## config.mk

```make
export PLATFORM = sky130hd
export DESIGN_NAME = byte_serial_adder
export DESIGN_NICKNAME = d
export VERILOG_FILES = /design/src/rtl/adder_pkg.sv /design/src/rtl/byte_serial_adder_cla8.sv /design/src/rtl/byte_serial_adder.sv
export SDC_FILE = /design/constraint.sdc
export NUM_CORES = 1
export LEC_CHECK = 0
export CAP_MARGIN = 25
export CORE_UTILIZATION = 50
export CTS_CLUSTER_SIZE = 25
export DETAILED_ROUTE_END_ITERATION = 8
export PLACE_DENSITY = 0.73
export SYNTH_ARGS = -nofsm -noshare
export SYNTH_HDL_FRONTEND = slang
export SYNTH_HIERARCHICAL = 1
export SYNTH_SLANG_ARGS = --single-unit
```

## constraint.sdc

```tcl
create_clock -name clk -period 5.9 [get_ports clk]
set_input_delay 1.18 -clock clk [delete_from_list [all_inputs] [get_ports clk]]
set_output_delay 1.18 -clock clk [all_outputs]
set_load 0.1 [all_outputs]
```

## src/rtl/adder_pkg.sv

```systemverilog
// Shared definitions for the byte-serial adder: FSM encoding and default operand width.
package adder_pkg;
  localparam int NBYTES_DEFAULT = 4;

  typedef enum logic [1:0] {
    ST_IDLE = 2'd0,
    ST_RUN  = 2'd1,
    ST_DONE = 2'd2
  } state_t;
endpackage

```

## src/rtl/byte_serial_adder_cla8.sv

```systemverilog
// 8-bit carry-lookahead adder cell, reused one byte per cycle by byte_serial_adder.
module CLA8Bit (
  input  logic [7:0] A,
  input  logic [7:0] B,
  input  logic       carryIn,
  output logic       carryOut,
  output logic [7:0] Sum
);
  logic [7:0] w_g;
  logic [7:0] w_p;
  logic [8:0] w_c;

  assign w_g = A & B;
  assign w_p = A ^ B;

  // Generate/propagate recurrence; flattens to lookahead terms in synthesis.
  always_comb begin
    w_c[0] = carryIn;
    for (int i = 0; i < 8; i++) begin
      w_c[i+1] = w_g[i] | (w_p[i] & w_c[i]);
    end
  end

  assign Sum      = w_p ^ w_c[7:0];
  assign carryOut = w_c[8];
endmodule

```

## src/rtl/byte_serial_adder.sv

```systemverilog
// Adds two NBYTES-wide operands one byte per cycle through a single CLA8Bit.
// Handshakes: a transfer happens on a rising edge where valid && ready; valid holds data stable until it does.
module byte_serial_adder
  import adder_pkg::*;
#(
  parameter int NBYTES = NBYTES_DEFAULT
) (
  input  logic                  clk,
  input  logic                  rst,
  input  logic                  in_valid,
  output logic                  in_ready,
  input  logic [8*NBYTES-1:0]   in_a,
  input  logic [8*NBYTES-1:0]   in_b,
  input  logic                  in_cin,
  output logic                  out_valid,
  input  logic                  out_ready,
  output logic [8*NBYTES-1:0]   out_sum,
  output logic                  out_cout,
  output logic                  out_ovf,
  output state_t                dbg_state
);
  localparam int W    = 8 * NBYTES;
  localparam int IDXW = (NBYTES > 1) ? $clog2(NBYTES) : 1;

  state_t          r_state;
  logic            r_in_ready;
  logic            r_out_valid;
  logic [W-1:0]    r_a;
  logic [W-1:0]    r_b;
  logic            r_cin;
  logic [IDXW-1:0] r_idx;
  logic            r_carry;
  logic [W-1:0]    r_acc;
  logic [W-1:0]    r_sum;
  logic            r_cout;
  logic            r_ovf;

  logic [7:0]      w_a_byte;
  logic [7:0]      w_b_byte;
  logic            w_cin;
  logic            w_cout;
  logic [7:0]      w_sum;
  logic [W-1:0]    w_result;
  logic            w_last;

  assign w_a_byte = r_a[{r_idx, 3'b000} +: 8];
  assign w_b_byte = r_b[{r_idx, 3'b000} +: 8];
  assign w_cin    = (r_idx == '0) ? r_cin : r_carry;
  assign w_last   = (r_idx == IDXW'(NBYTES - 1));

  CLA8Bit u_cla (
    .A        (w_a_byte),
    .B        (w_b_byte),
    .carryIn  (w_cin),
    .carryOut (w_cout),
    .Sum      (w_sum)
  );

  // Working accumulator with the current byte merged in; published only on DONE entry.
  always_comb begin
    w_result = r_acc;
    w_result[{r_idx, 3'b000} +: 8] = w_sum;
  end

  always_ff @(posedge clk or posedge rst) begin
    if (rst) begin
      r_state     <= ST_IDLE;
      r_in_ready  <= 1'b1;
      r_out_valid <= 1'b0;
      r_a         <= '0;
      r_b         <= '0;
      r_cin       <= 1'b0;
      r_idx       <= '0;
      r_carry     <= 1'b0;
      r_acc       <= '0;
      r_sum       <= '0;
      r_cout      <= 1'b0;
      r_ovf       <= 1'b0;
    end else begin
      case (r_state)
        ST_IDLE: begin
          if (in_valid && r_in_ready) begin
            r_a        <= in_a;
            r_b        <= in_b;
            r_cin      <= in_cin;
            r_idx      <= '0;
            r_carry    <= 1'b0;
            r_acc      <= '0;
            r_in_ready <= 1'b0;
            r_state    <= ST_RUN;
          end
        end
        ST_RUN: begin
          r_acc   <= w_result;
          r_carry <= w_cout;
          if (w_last) begin
            r_idx       <= '0;
            r_sum       <= w_result;
            r_cout      <= w_cout;
            r_ovf       <= (r_a[W-1] == r_b[W-1]) && (w_result[W-1] != r_a[W-1]);
            r_out_valid <= 1'b1;
            r_state     <= ST_DONE;
          end else begin
            r_idx <= r_idx + 1'b1;
          end
        end
        ST_DONE: begin
          if (out_ready) begin
            r_out_valid <= 1'b0;
            r_in_ready  <= 1'b1;
            r_state     <= ST_IDLE;
          end
        end
        default: begin
          r_out_valid <= 1'b0;
          r_in_ready  <= 1'b1;
          r_state     <= ST_IDLE;
        end
      endcase
    end
  end

  assign in_ready  = r_in_ready;
  assign out_valid = r_out_valid;
  assign out_sum   = r_sum;
  assign out_cout  = r_cout;
  assign out_ovf   = r_ovf;
  assign dbg_state = r_state;
endmodule

```

# Word-level counts from Yosys, hierarchy flattened
# Index checks and enable logic that the tools add are counted.
[totals]
romBits = 0
ram_bits = 0
latch_bits = 0
wordCells = 76
n_memories = 0
reg_bits = 138
[op_classes]
bitwise_logic = 21
n_mux = 18
n_addsub = 2
order_cmp = 0
multipliers = 0
n_reduce_logical = 11
div_mod_pow = 0
n_shift = 4
eq_ne = 8
[op_table]
columns = ["operator", "count"]
rows = [
  ["one-hot mux 32 bit (2 select lines)", 1],
  ["indexed part select 32 x 6 -> 8 bit", 2],
  ["bitwise mux 32 bit", 1],
  ["two-way mux 32 bit", 1],
  ["variable shift 8 x 7 -> 32 bit, first input constant", 1],
  ["indexed part select 8 x 7 -> 32 bit", 1],
  ["XOR 8 bit", 2],
  ["two-way mux 2 bit", 5],
  ["AND reduction 3 bit", 3],
  ["AND 1 bit", 8],
  ["AND 8 bit", 1],
  ["OR 1 bit", 8],
  ["negation 5 -> 7 bit", 1],
  ["inequality test 2 bit, second input constant", 3],
  ["one-hot mux 1 bit (3 select lines)", 2],
  ["one-hot mux 2 bit (3 select lines)", 1],
  ["AND reduction 2 bit", 3],
  ["two-way mux 1 bit", 5],
  ["equality test 2 bit, second input constant", 2],
  ["zero test 2 bit", 2],
  ["one-hot mux 2 bit (2 select lines)", 1],
  ["adder 2 x 1 -> 2 bit, second input constant", 1],
  ["equality test 2 x 1 -> 1 bit, second input constant", 1],
  ["logical AND 1 bit", 2],
  ["other kinds (5)", 6],
]

# Logic depth before layout (Yosys ltp)
[depth]
word_depth = 21
mapped_depth = 20

# By module
# Netlist, hierarchy kept.
[by_module_without_submodules]
columns = ["module", "instances", "area_each_um2", "cells_per_inst"]
rows = [
  ["byte_serial_adder", 1, 6065.8, 609],
  ["CLA8Bit", 1, 197.7, 18],
]

# Worst setup path after synthesis
# No wires, ideal clock.
[synth_timing]
path_type = "register to register"
startpoint = "register r_idx[1]"
endpoint = "register r_ovf, in the netlist out_ovf"
arrival_ns = 5.097
setup_time_ns = 0.079
path_buffers = 2
setup_slack_ns = 0.724
path_stages_with_launch = 21
cell_sequence = "dfrtp_1 clkbuf_1 buf_2 inv_1 ha_1 mux2_2 inv_1 fa_1 inv_1 fa_1 fa_1 fa_1 fa_1 fa_1 fa_1 inv_1 fa_1 inv_1 a21oi_1 or3_1 a21oi_1"
[synth_between]
elab_chain_len = 21
[synth_rtl]
columns = ["element", "line_no", "source"]
rows = [
  ["start, declared", "byte_serial_adder.sv:31", "logic [IDXW-1:0] r_idx;"],
  ["start signal, assigned", "byte_serial_adder.sv:104", "r_idx <= r_idx + 1'b1;"],
  ["zero test 2 bit", "byte_serial_adder.sv:48", "assign w_cin = (r_idx == '0) ? r_cin : r_carry;"],
  ["two-way mux 1 bit", "byte_serial_adder.sv:48", ""],
  ["net w_cin", "byte_serial_adder.sv:40", "logic w_cin;"],
  ["AND 1 bit", "byte_serial_adder_cla8.sv:20", "w_c[i+1] = w_g[i] | (w_p[i] & w_c[i]);"],
  ["OR 1 bit", "byte_serial_adder_cla8.sv:20", ""],
  ["AND 1 bit", "byte_serial_adder_cla8.sv:20", ""],
  ["OR 1 bit", "byte_serial_adder_cla8.sv:20", ""],
  ["AND 1 bit", "byte_serial_adder_cla8.sv:20", ""],
  ["[... 7 more ...]", "-", ""],
  ["AND 1 bit", "byte_serial_adder_cla8.sv:20", ""],
  ["OR 1 bit", "byte_serial_adder_cla8.sv:20", ""],
  ["XOR 8 bit", "byte_serial_adder_cla8.sv:24", "assign Sum = w_p ^ w_c[7:0];"],
  ["net w_sum[7]", "byte_serial_adder.sv:42", "logic [7:0] w_sum;"],
  ["indexed part select 8 x 7 -> 32 bit", "byte_serial_adder.sv:62", "w_result[{r_idx, 3'b000} +: 8] = w_sum;"],
  ["bitwise mux 32 bit", "byte_serial_adder.sv:62", ""],
  ["inequality test 1 bit", "byte_serial_adder.sv:100", "r_ovf <= (r_a[W-1] == r_b[W-1]) && (w_result[W-1] != r_a[W-1]);"],
  ["logical AND 1 bit", "byte_serial_adder.sv:100", ""],
  ["end signal, assigned", "byte_serial_adder.sv:100", ""],
  ["end, declared", "byte_serial_adder.sv:36", "logic r_ovf;"],
]
# The timed path passes the listed nets, and every way through them passes these cells.
# A chain may end at the register's enable or synchronous reset.

# Worst setup path after layout
# Ends and elaborated chain as after synthesis.

==> summary.txt <==
Outcome
  – Outcome: completed

Clocking
  – Setup Buffers After CTS: 0
  – Max Root-Sink Buffers: 2
  – # H-tree levels: 4
  – TritonCTS clock tree: done
  – Clk Latency, worst-skew pair: 0.41 ns
  – Post-CTS Hold Fix Bufs: 0
  – PostCTS Resize Cnt: 0
  – Clock-pin slew on the worst setup and hold paths: 0.06 ns
  – Clk sink count: 138
  – Root Driver: clkbuf_16
  – Inserted Clock Buffers: 17

Yosys
  – Post-synth EDFFs: 0
  – Largest area contributor in the netlist: dfrtp_1
  – Syn avg cell area: 9.99 um2
  – Ys flop type: dfrtp_1
  – Syn Nets: 710
  – Area share of the largest cell type after synthesis: 54.7%
  – Synthesized area: 6260 um2
  – Ys Warns: 6
  – Cells after Synth: 627
  – Top cells by area, synth: dfrtp_1 55%, nand2_1 14%, mux4_2 5.8%
  – Seq/Total Area, Yosys: 55.2%
  – Async SR Flop Fraction: 100%
  – Post-synth cell types: 34
  – Register bit total from synthesis: 138

Setup path
  – Setup crit start kind: flop
  – R2r endpoint: out_ovf
  – R2r setup slk: 0.71 ns
  – Arr. time, crit path: 5.51 ns
  – Critical path depth: 18
  – Critical path class: reg -> reg
  – Crit Path Max Fanout: 7
  – Most Frequent Cell on Critical Path: fa_1
  – CP max stage delay: 0.45 ns
  – Crit end category: flop
  – R2r startpoint: r_idx[1]
  – Delay-heaviest family, CP: adder cells
  – Worst EP required: 6.23 ns
  – Buf/Inv on CP: 5
  – Critical-path cell list: inv_1, ha_1, mux2_2, inv_1, fa_1, inv_1, fa_1, fa_1, fa_1, fa_1, fa_1, fa_1, inv_1, fa_1, inv_1, a21oi_1, or3_1, a21oi_1
  – R2R cell count: 18
  – Worst path slowest cell: dfrtp_1

Timing
  – Slew @ Worst Pin: 0.986 ns
  – Fin Setup TNS: 0 ns
  – Worst Skew: 0.00984 ns
  – Relative slew slack: 34.1%
  – Final min period: 5.19 ns
  – Final setup vio count: 0
  – Max Clk Rate: 0.193 GHz
  – Fin. Hold Viols: 0
  – Unrepaired setup endpoints after global routing: no
  – Pins Over Slew Limit: 0
  – Hold slack: 0.471 ns
  – Final period util: 87.9%

Floorplan
  – Die X: 114 um
  – FP Rows: 40
  – Chip height: 114 um
  – Starting density of the core: 51.7%
  – Core area: 12100 um2
  – IO Count: 107
  – Die area: 13000 um2

Routing
  – Vias/cell: 5.25
  – Via count: 4710
  – Drt first pass iters: 5
  – Drc violations: 0
  – DRT Wirelength: 14.3 mm
  – Average wire per standard cell: 15.9 um
  – DRT antenna net count: 0
  – Drt first-iter violations: 357

Layout
  – Fraction of layout cells with a size suffix above 1: 8.78%
  – Flip-flop and latch area: 3450 um2
  – Ant diodes: 0
  – Area added between synthesis and finish: 28.7%
  – Multi-input logic area: 2570 um2
  – Most frequent cells in the layout: 237 x nand2_1, 137 x dfrtp_1, 106 x clkdlybuf4s50_1
  – Fillcell total: 965
  – Net count, final: 800
  – Post-layout util: 66.6%
  – Most common cell after layout, fill and taps aside: nand2_1

GRT
  – First-pass GRT wire length: 23.6 mm
  – Largest net degree at the start of global routing: 70
  – All-Layer GR Usage: 23.8%
  – Total gr overflow: 0
  – Vias in the first global route: 4790
  – Initial antenna violation count: 0

Hold path
  – Hold depth: 2
  – HP Start: r_b[29]
  – Endpoint of the worst hold path: r_b[29]
  – HP Class: reg -> reg

Placement
  – Post-detail-place hpwl: 9.76 mm
  – PortBufs: 106
  – Gp weighted congestion: 0.874

Pwr
  – Leakage power: 3.79 nW
  – Final Power: 4.74 mW
  – PD cells: 588 nW/um2
  – Peak VDD IR: 0.386 mV

Run
  – Max-cap violation count: 0
## layout make-up
class,instances,share of cell area (%)
Clock buffer,22,6.13
Multi-Input combinational cell,432,31.8
Inverter,14,0.683
Sequential cell,138,42.8
Clock inverter,9,1.99
Timing Repair Buffer,114,13.9
Tap cell,168,2.61
## worst max-delay path by stage
stage | from | end | slack, ns
5_1_grt | r_idx[1] | out_ovf | 0.44
3_3_place_gp | r_idx[0] | out_ovf | 0.92
3_5_place_dp | r_idx[0] | out_ovf | 0.74
2_1_floorplan | r_idx[1] | out_ovf | 0.72
6_report | r_idx[1] | out_ovf | 0.71
4_1_cts | r_idx[0] | out_ovf | 0.76
## registers in the layout, summed over array words and instances (netlist names)
signal and cells:
out_sum 32, r_cin 1, out_ovf 1, r_idx 2
out_cout 1, r_b 32, r_a 32, dbg_state 2
r_carry 1, in_ready 1, out_valid 1, r_acc 32
## cell usage after synthesis, types with 2 or more instances
master / number
inv_1: 14
o21ai_1: 3
mux4_2: 16
ha_1: 6
o21ai_0: 37
fa_1: 8
and4_1: 2
buf_1: 7
a21oi_1: 36
o31ai_1: 2
a22o_1: 31
buf_4: 2
or3_1: 2
and2_1: 2
dfrtp_1: 137
and4bb_2: 2
clkbuf_1: 10
mux2_2: 2
buf_2: 23
nand2_1: 237
nor2_1: 3
nand3_1: 2
nor2b_1: 32
## worst min-delay path, stage by stage, from the launching register on
cell and delay, ns:
dfrtp_1 0.34, nand2_1 0.05, nand2_1 0.05
## cell families after synthesis
kind of cell	Yosys count	synth area share, %
flip-flops	138	55.2
AND/OR/NAND/NOR	289	20.0
multiplexers	18	6.11
AO/OA/AOI/OAI	111	10.9
buffers and inverters	57	4.12
adder cells (fa/ha/maj)	14	3.76
## power breakdown
part | switching, mW | total [mW] | internal, mW
sequential | 0.182 | 1.42 | 1.24
combinational | 1.48 | 2.16 | 0.686
clock | 0.391 | 1.15 | 0.764
total | 2.05 | 4.74 | 2.69
## routing by layer
metal	share of wire, %	up-vias	GRT usage (%)
li1	-	2256	-
met1	44	2292	31.3
met2	50	154	39.6
met3	5.2	8	5.69
met4	0.79	0	6.58
met5	0	-	0
## stage by stage
step	setup WS, ns	cells	instance area (um2)
6_report	0.712	897	8060
3_5_place_dp	0.743	866	7410
4_1_cts	0.756	897	8060
3_3_place_gp	0.922	866	7410
5_1_grt	0.437	897	8060
2_1_floorplan	0.724	627	6260
(Power assumes the default switching activity.)
